==> src/rtl/pb_write_arb_pkg.sv <==
// Shared types for the pixel-buffer write path: the buffer entry and requester indices.
package pb_write_arb_pkg;

  typedef struct packed {
    logic [15:0] pixel_id;
    logic [23:0] color;
  } pixel_buffer_entry_t;

  localparam int PB_REQ_SHADER = 0;
  localparam int PB_REQ_MISS   = 1;

  // Index width that stays at least one bit for degenerate sizes.
  function automatic int idx_w(input int n);
    return (n > 1) ? $clog2(n) : 1;
  endfunction

endpackage

==> src/rtl/ff_ar.sv <==
// Plain D flop bank with asynchronous active-low reset to a parameterised value.
module ff_ar #(
  parameter int           W       = 1,
  parameter logic [W-1:0] RST_VAL = '0
) (
  input  logic         clk,
  input  logic         rst,
  input  logic [W-1:0] d,
  output logic [W-1:0] q
);

  // State register; reset value is applied asynchronously.
  always_ff @(posedge clk or negedge rst) begin
    if (!rst) begin
      q <= RST_VAL;
    end else begin
      q <= d;
    end
  end

endmodule

==> src/rtl/rr_pick.sv <==
// Combinational round-robin picker: first requester after `last`, scanning upward with wrap.
module rr_pick
  import pb_write_arb_pkg::*;
#(
  parameter int N  = 3,
  parameter int IW = idx_w(N)
) (
  input  logic [N-1:0]  req,
  input  logic [IW-1:0] last,
  output logic [N-1:0]  grant,
  output logic [IW-1:0] grant_idx
);

  int   idx;
  logic found;

  // Scan offsets 1..N so `last` itself has the lowest priority.
  always_comb begin
    grant     = '0;
    grant_idx = '0;
    found     = 1'b0;
    idx       = 0;
    for (int k = 1; k <= N; k++) begin
      idx = (int'(last) + k) % N;
      if (!found && req[idx]) begin
        grant[idx] = 1'b1;
        grant_idx  = IW'(idx);
        found      = 1'b1;
      end else begin
        found = found;
      end
    end
  end

endmodule

==> src/rtl/pb_write_arb.sv <==
// Round-robin arbiter and output register for the shared pixel-buffer write port.
// Define PB_ARB_STATS_EN to build the per-requester grant counters and the grant_cnt port.
module pb_write_arb
  import pb_write_arb_pkg::*;
#(
  parameter int NUM_REQ = 3,
  parameter int CNT_W   = 16
) (
  input  logic                               clk,
  input  logic                               rst,
  input  logic [NUM_REQ-1:0]                 req_valid,
  input  pixel_buffer_entry_t [NUM_REQ-1:0]  req_data,
  output logic [NUM_REQ-1:0]                 req_stall,
  input  logic                               pb_full,
  output pixel_buffer_entry_t                pb_data,
  output logic                               pb_we,
  output logic                               arb_idle
`ifdef PB_ARB_STATS_EN
  ,
  output logic [NUM_REQ-1:0][CNT_W-1:0]      grant_cnt
`endif
);

  localparam int IW = idx_w(NUM_REQ);
  localparam int DW = $bits(pixel_buffer_entry_t);

  logic                out_valid;
  logic                out_valid_d;
  pixel_buffer_entry_t out_data;
  pixel_buffer_entry_t out_data_d;
  logic [IW-1:0]       last;
  logic [IW-1:0]       last_d;
  logic [IW-1:0]       grant_idx;
  logic [NUM_REQ-1:0]  grant;
  logic                load;
  logic                any_req;

  rr_pick #(.N(NUM_REQ), .IW(IW)) u_pick (
    .req       (req_valid),
    .last      (last),
    .grant     (grant),
    .grant_idx (grant_idx)
  );

  // Next-state of the output register and the per-requester stalls.
  always_comb begin
    load        = !out_valid || !pb_full;
    any_req     = |req_valid;
    out_valid_d = out_valid;
    out_data_d  = out_data;
    last_d      = last;
    if (load) begin
      out_valid_d = any_req;
      if (any_req) begin
        out_data_d = req_data[grant_idx];
        last_d     = grant_idx;
      end else begin
        out_data_d = out_data;
      end
    end else begin
      out_valid_d = out_valid;
    end
    // rst gates the stalls so nothing is accepted while reset is held.
    req_stall = ~(grant & {NUM_REQ{load && rst}});
  end

  ff_ar #(.W(1)) u_out_valid (.clk(clk), .rst(rst), .d(out_valid_d), .q(out_valid));
  ff_ar #(.W(DW)) u_out_data (.clk(clk), .rst(rst), .d(out_data_d), .q(out_data));
  ff_ar #(.W(IW), .RST_VAL(IW'(NUM_REQ - 1))) u_last (.clk(clk), .rst(rst), .d(last_d), .q(last));

  assign pb_we    = out_valid && !pb_full;
  assign pb_data  = out_data;
  assign arb_idle = !out_valid && !any_req;

`ifdef PB_ARB_STATS_EN
  for (genvar i = 0; i < NUM_REQ; i++) begin : g_cnt
    logic [CNT_W-1:0] cnt_d;
    assign cnt_d = grant_cnt[i] + {{(CNT_W - 1){1'b0}}, (load && grant[i])};
    ff_ar #(.W(CNT_W)) u_cnt (.clk(clk), .rst(rst), .d(cnt_d), .q(grant_cnt[i]));
  end
`else
`endif

endmodule

==> config.mk <==
export PLATFORM = sky130hd
export DESIGN_NAME = pb_write_arb
export DESIGN_NICKNAME = d
export VERILOG_FILES = /design/src/rtl/pb_write_arb_pkg.sv /design/src/rtl/ff_ar.sv /design/src/rtl/rr_pick.sv /design/src/rtl/pb_write_arb.sv
export SDC_FILE = /design/constraint.sdc
export NUM_CORES = 1
export LEC_CHECK = 0
export CAP_MARGIN = 20
export CORE_MARGIN = 5
export CORE_UTILIZATION = 45
export DETAILED_ROUTE_END_ITERATION = 8
export DONT_BUFFER_PORTS = 1
export GPL_ROUTABILITY_DRIVEN = 0
export PLACE_DENSITY_LB_ADDON = 0.12
export SYNTH_ARGS = -nofsm -noshare
export SYNTH_HDL_FRONTEND = slang
export SYNTH_SLANG_ARGS = --single-unit
==> constraint.sdc <==
create_clock -name clk -period 2.5 [get_ports clk]
set_input_delay 0.25 -clock clk [delete_from_list [all_inputs] [get_ports clk]]
set_output_delay 0.25 -clock clk [all_outputs]
set_load 0.02 [all_outputs]
==> results of run 1 <==
report_power, final:
group          switching (mW)  total, mW  internal, mW
Combinational            1.63       2.95          1.32
Clock                   0.237      0.536         0.299
Sequential              0.691       1.74          1.05
through the flow:
step / cell area [µm²] / power, mW / std cells
3_3_place_gp: 2750 / 4.52 / 351
5_1_grt: 2970 / 5.62 / 363
2_1_floorplan: 2660 / 3.93 / 289
6_report: 2970 / 5.23 / 363
3_5_place_dp: 2750 / 4.55 / 351
4_1_cts: 2930 / 5.19 / 363
worst max-delay path: stages (launching register included):
cell and delay (ns):
dfstp_2 0.57, inv_1 0.09, ha_4 0.19, buf_4 0.15
o21a_1 0.24, nor3_4 0.22, a32oi_1 0.09, nand3b_1 0.30
cells by family after synthesis:
kind of cell	Yosys count	synth area share [%]
flops	43	40.6
buf+inv	30	5.89
mux	41	15.4
compound gates	108	25.8
simple gates	63	10.5
fa+ha+maj	4	1.88
synth_stat cells:
| cell | count |
|---|---|
| a211oi_1 | 1 |
| a21o_1 | 3 |
| a21oi_1 | 45 |
| a2bb2oi_1 | 2 |
| a311oi_4 | 1 |
| a32o_1 | 1 |
| a32oi_1 | 1 |
| and2b_1 | 1 |
| buf_1 | 1 |
| buf_2 | 8 |
| buf_4 | 8 |
| clkbuf_1 | 8 |
| clkbuf_4 | 1 |
| dfrtp_1 | 42 |
| dfstp_2 | 1 |
| ha_1 | 4 |
| inv_1 | 4 |
| mux2i_1 | 41 |
| nand2_1 | 7 |
| nand2b_1 | 2 |
| nand3_1 | 1 |
| nand3b_1 | 4 |
| nor2_1 | 41 |
| nor2b_1 | 3 |
| nor3_1 | 2 |
| nor4_1 | 1 |
| o2111ai_1 | 1 |
| o21a_1 | 3 |
| o21ai_0 | 2 |
| o21ai_1 | 3 |
| o21ai_2 | 2 |
| o21bai_1 | 1 |
| o22ai_1 | 37 |
| o22ai_2 | 3 |
| o2bb2ai_1 | 1 |
| o31ai_1 | 1 |
| or2b_1 | 1 |
what timing repair did:
action / 4_1_cts / 5_1_grt
buffers inserted: 2 / 0
endpoints found under the hold margin: 43 / 0
pin swaps: 1 / 2
gates resized for setup: 4 / 7
hold buffers: 2 / 0
gates cloned: 0 / 0
setup endpoints to repair: 3 / 6
layer usage:
layer	up-vias	routed length (µm)	track usage (%)
met5	-	0	0
met4	0	56	4.82
met2	116	3960	35.0
li1	1048	-	-
met3	4	718	6.46
met1	1098	3160	25.4
final timing paths:
check | end | slack (ns) | cells after the start
worst min register to register | u_last.q[1]$_DFFE_PN1P_ | 0.63 | 2
worst max-delay path | req_stall[2] | 0.1 | 7
worst max register to register | u_out_data.q[7]$_DFFE_PN0P_ | 0.17 | 10
max in group asynchronous | u_last.q[1]$_DFFE_PN1P_ | 1.78 | 2
worst min-delay path | u_out_valid.q$_DFFE_PN0N_ | 0.13 | 2
min in group asynchronous | u_out_data.q[35]$_DFFE_PN0P_ | 0.45 | 2
cell type report:
type	instances	area (µm²)	share of cell area (%)
inverter	4	15.0	0.506
tap	75	93.8	3.16
clock buffer	7	76.3	2.57
multi-input combinational	216	1500	50.5
timing repair buffer	17	175	5.91
sequential	43	1080	36.3
clock inverter	1	30.0	1.01
registers in the layout (all words and copies together) (netlist names):
signal	cells
u_last.q	2
u_out_valid.q	1
u_out_data.q	40
==> impl_metrics.py, run 1 <==
metrics = {
    "pwr": {
        "p_per_area_mw_per_mm2": 1760,
        "p_leak_nw": 1.31,
        "ir_drop_uv": 835,
    },
    "timing": {
        "setup_viol": 0,
        "fmax_mhz": 416,
        "slew_viol_final": 0,
        "tightest_slew_ns": 0.862,
        "fin_hold_ws_ns": 0.133,
        "fin_ws_ns": 0.0962,
        "hold_violations": 0,
        "setup_tns_ns": 0,
        "min_period_over_period_pct": 96.2,
        "fin_skew_ns": 0.00505,
        "min_period_ns": 2.40,
        "slew_headroom_pct": 42.0,
    },
    "critical_path": {
        "startpoint_type": "flip-flop",
        "end_kind": "output port",
        "worstReg2RegStart": "u_last.q[0]$_DFFE_PN0P_",
        "startpoint": "u_last.q[1]$_DFFE_PN1P_",
        "crit_type": "reg2out",
        "crit_arrival_ns": 2.15,
        "critPathMaxFanout": 6,
        "cp.required_ns": 2.25,
    },
    "clocking": {
        "clock-sinks": 43,
        "worstSkewPairLatency_ns": 0.29,
        "cts_buffer_depth": 2,
        "clockRootBuffer": "clkbuf_8",
        "clk_pin_slew_ns": 0.08,
        "cts_tree": "yes",
        "cts-buffers-inserted": 5,
        "cts-htree-levels": 2,
    },
    "floorplanning": {
        "die-area_mm2": 0.00754,
        "die_x_um": 86.8,
        "core_area_mm2": 0.00582,
        "row_count": 28,
        "fp.dieH_um": 86.8,
        "initial_core_util_pct": 45.7,
        "io-pin-count": 171,
    },
    "final_layout": {
        "nets": 417,
        "final_cell_mix": "a21oi_1 (43), dfrtp_1 (42), mux2i_1 (41), nor2_1 (41), o22ai_1 (37)",
        "diodes": 0,
        "nFillCells": 567,
        "final_common_cell": "a21oi_1",
        "post-route-util_pct": 51.0,
        "drive_gt1_share_pct": 12.8,
        "areaGrowthSynthToFinish_pct": 11.6,
    },
    "routing": {
        "drtPass1Iterations": 4,
        "antenna_left": 0,
        "wl_per_cell_um": 21.7,
        "drtIter0Drc": 112,
        "via_count": 2266,
        "drc": 0,
        "drt_wl_total_um": 7890,
        "via_per_inst": 6.24,
    },
    "synth": {
        "netlist_instances": 289,
        "yosys_warnings": 0,
        "synth-seq-cells": 43,
        "synth_top_cell_by_area": "dfrtp_1",
        "synth_top_area_share_pct": 39.6,
        "ys_types": 37,
        "syn_avg_cell_area_um2": 9.19,
        "syn_nets": 419,
        "ys_seq_area_share_pct": 40.6,
        "ys_top_cells_by_area": "dfrtp_1 (40%), mux2i_1 (15%), o22ai_1 (8.7%)",
        "netlist_area_mm2": 0.00266,
    },
    "global_route": {
        "grt_pass1_vias": 2386,
        "antenna_found_initial": 0,
        "grt_pass1_wl_um": 12300,
        "grt_max_degree": 44,
        "grt_overflow": 0,
        "track_usage_pct": 20.6,
    },
    "placement": {
        "dp_hpwl_um": 5650,
        "pre_cts_ws_ns": 0.174,
        "place.port_buffers": 0,
    },
    "run_status": {
        "status": "complete, no violations",
    },
    "job": {
        "drv_cap": 0,
    },
    "worst_hold_path": {
        "min-delay-start": "req_valid[2]",
        "holdCritPathClass": "in2reg",
    },
}
Power figures use the tool's default switching activity.
==> run 2: changes to the inputs <==
--- a/config.mk
+++ b/config.mk
@@ -6,8 +6,10 @@
 export NUM_CORES = 1
 export LEC_CHECK = 0
 export CAP_MARGIN = 20
+export CELL_PAD_IN_SITES_DETAIL_PLACEMENT = 1
+export CELL_PAD_IN_SITES_GLOBAL_PLACEMENT = 1
 export CORE_MARGIN = 5
-export CORE_UTILIZATION = 45
+export CORE_UTILIZATION = 44
 export DETAILED_ROUTE_END_ITERATION = 8
 export DONT_BUFFER_PORTS = 1
 export GPL_ROUTABILITY_DRIVEN = 0
==> run 2 against run 1 <==
Against the previous run:
- setup slack improved by 0.010 ns
- first-iteration DRC count fell by 54%
- critical path depth did not move
- routed wire length rose by 7.6%
- die area rose by 2.0%
- combinational power rose by 2%
- core utilization fell by 0.71 points
- sequential cell count did not move
- critical endpoint is now req_stall[1]
- largest power group unchanged
==> impl_metrics.py, run 2 (synthesized netlist as in run 1, its figures left out) <==
metrics = {
    "critical_path": {
        "cp_num_buf_inv": 0,
        "worstReg2RegStart": "u_last.q[0]$_DFFE_PN0P_",
        "cp_slowest_cell": "dfstp_2",
        "reg2reg_to": "u_out_data.q[7]$_DFFE_PN0P_",
        "end_kind": "output port",
        "max_stage_delay_ns": 0.57,
        "startpoint_type": "flip-flop",
        "critPathMaxFanout": 5,
        "rr_worst_depth": 10,
        "crit_type": "reg2out",
        "crit_family": "compound AO/OA/AOI/OAI gates",
        "crit_arrival_ns": 2.14,
        "cp.required_ns": 2.25,
        "cp_cell_sequence": "ha_4 > and2b_1 > a21oi_2 > o21ai_4 > a32o_1 > a21o_1 > nand3_2",
        "r2r_slack_ns": 0.18,
    },
    "floorplanning": {
        "die_x_um": 87.7,
        "fp.dieH_um": 87.7,
        "core_area_mm2": 0.00589,
        "row_count": 28,
        "io-pin-count": 171,
        "die-area_mm2": 0.00769,
        "initial_core_util_pct": 45.1,
    },
    "global_route": {
        "grt_pass1_vias": 2442,
        "grt_max_degree": 44,
        "grt_overflow": 0,
        "grt_pass1_wl_um": 12700,
        "track_usage_pct": 21.1,
        "antenna_found_initial": 0,
    },
    "routing": {
        "m1WireLength_um": 3450,
        "routed.top_layer": "met4",
        "antenna_left": 0,
        "route.met3.wl_um": 690,
        "drt_wl_total_um": 8480,
        "via_per_inst": 6.23,
        "via_count": 2255,
        "met2_length_um": 4250,
        "drtPass1Iterations": 4,
        "drtIter0Drc": 52,
        "wl_per_cell_um": 23.4,
        "drc": 0,
    },
    "final_layout": {
        "nets": 416,
        "final_common_cell": "a21oi_1",
        "areaGrowthSynthToFinish_pct": 11.4,
        "diodes": 0,
        "final_cell_mix": "a21oi_1 (43), dfrtp_1 (42), mux2i_1 (41), nor2_1 (41), o22ai_1 (37)",
        "reg_top3": "u_out_data.q (40), u_last.q (2), u_out_valid.q (1)",
        "drive_gt1_share_pct": 13.6,
        "max_flop_register": "u_out_data.q",
        "largest_register_ffs": 40,
    },
    "clocking": {
        "worstSkewPairLatency_ns": 0.30,
        "cts_tree": "yes",
        "cts-htree-levels": 2,
        "clockRootBuffer": "clkbuf_8",
        "clock-sinks": 43,
        "cts-buffers-inserted": 5,
        "cts_buffer_depth": 2,
        "clk_pin_slew_ns": 0.09,
    },
    "timing": {
        "setup_viol": 0,
        "hold_violations": 0,
        "setup_tns_ns": 0,
        "rsz0062_at_grt": "false",
        "min_period_over_period_pct": 95.7,
        "fmax_mhz": 418,
        "min_period_ns": 2.39,
        "slew_viol_final": 0,
        "fin_skew_ns": 0.0111,
        "slew_headroom_pct": 66.3,
        "tightest_slew_ns": 0.501,
    },
    "pwr": {
        "power_mw": 5.32,
        "p_per_area_mw_per_mm2": 1800,
        "p_leak_nw": 1.31,
        "ir_drop_uv": 771,
    },
    "worst_hold_path": {
        "worstHoldEndpoint": "u_out_valid.q$_DFFE_PN0N_",
        "min-delay-start": "req_valid[2]",
        "holdCritPathClass": "in2reg",
        "min_path_cells": 2,
    },
    "run_status": {
        "status": "complete, no violations",
    },
    "placement": {
        "dp_hpwl_um": 6000,
        "place.port_buffers": 0,
    },
    "job": {
        "drv_cap": 0,
    },
}
-- run 2: what timing repair did --
item	CTS	global route
buffers inserted	2	0
resized for setup	5	6
setup endpoints to repair	3	21
hold buffers	2	0
hold endpoints to repair	43	0
pin swaps	2	1
-- run 2: power breakdown --
group	internal [mW]	total [mW]	switching, mW
Sequential	1.05	1.75	0.701
Combinational	1.33	3.00	1.67
Clock	0.298	0.559	0.261
Total	2.68	5.32	2.63
-- run 2: per-stage QoR --
stage          std cells  instance area (µm²)  worst slack, ns  hold slack [ns]  utilization (%)
6_report             362                 2960            0.107            0.120             50.3
5_1_grt              362                 2960           0.0137            0.122             50.3
4_1_cts              362                 2930          0.00163            0.113             49.9
3_5_place_dp         350                 2740           0.0911          -0.0444             46.6
3_3_place_gp         350                 2740            0.182          -0.0444             46.6
2_1_floorplan        289                 2660            0.337          -0.0456                -
-- run 2: final cells by class --
class,count,area [µm²]
fill,667,2930
multi-input combinational,216,1490
sequential,43,1080
timing repair buffer,16,168
tap,75,93.8
clock buffer,5,68.8
clock inverter,3,43.8
inverter,4,15.0
-- run 2: worst max-delay path by stage --
stage / start / end / slack, ns / cells past startpoint
CTS: u_last.q[0]$_DFFE_PN0P_ / req_stall[0] / 0.002 / 8
detailed placement: u_last.q[0]$_DFFE_PN0P_ / u_out_data.q[17]$_DFFE_PN0P_ / 0.09 / 9
global route: u_last.q[1]$_DFFE_PN1P_ / req_stall[1] / 0.01 / 7
global placement: u_last.q[1]$_DFFE_PN1P_ / u_out_data.q[7]$_DFFE_PN0P_ / 0.18 / 8
finish: u_last.q[1]$_DFFE_PN1P_ / req_stall[1] / 0.11 / 7
floorplan: u_last.q[1]$_DFFE_PN1P_ / req_stall[1] / 0.34 / 8
-- run 2: routing by layer --
| layer | vias to the layer above | global-route usage, % |
|---|---|---|
| met2 | 103 | 36.1 |
| met4 | 0 | 4.88 |
| met5 | - | 0 |
| li1 | 1053 | - |
| met1 | 1092 | 26.0 |
| met3 | 7 | 6.68 |
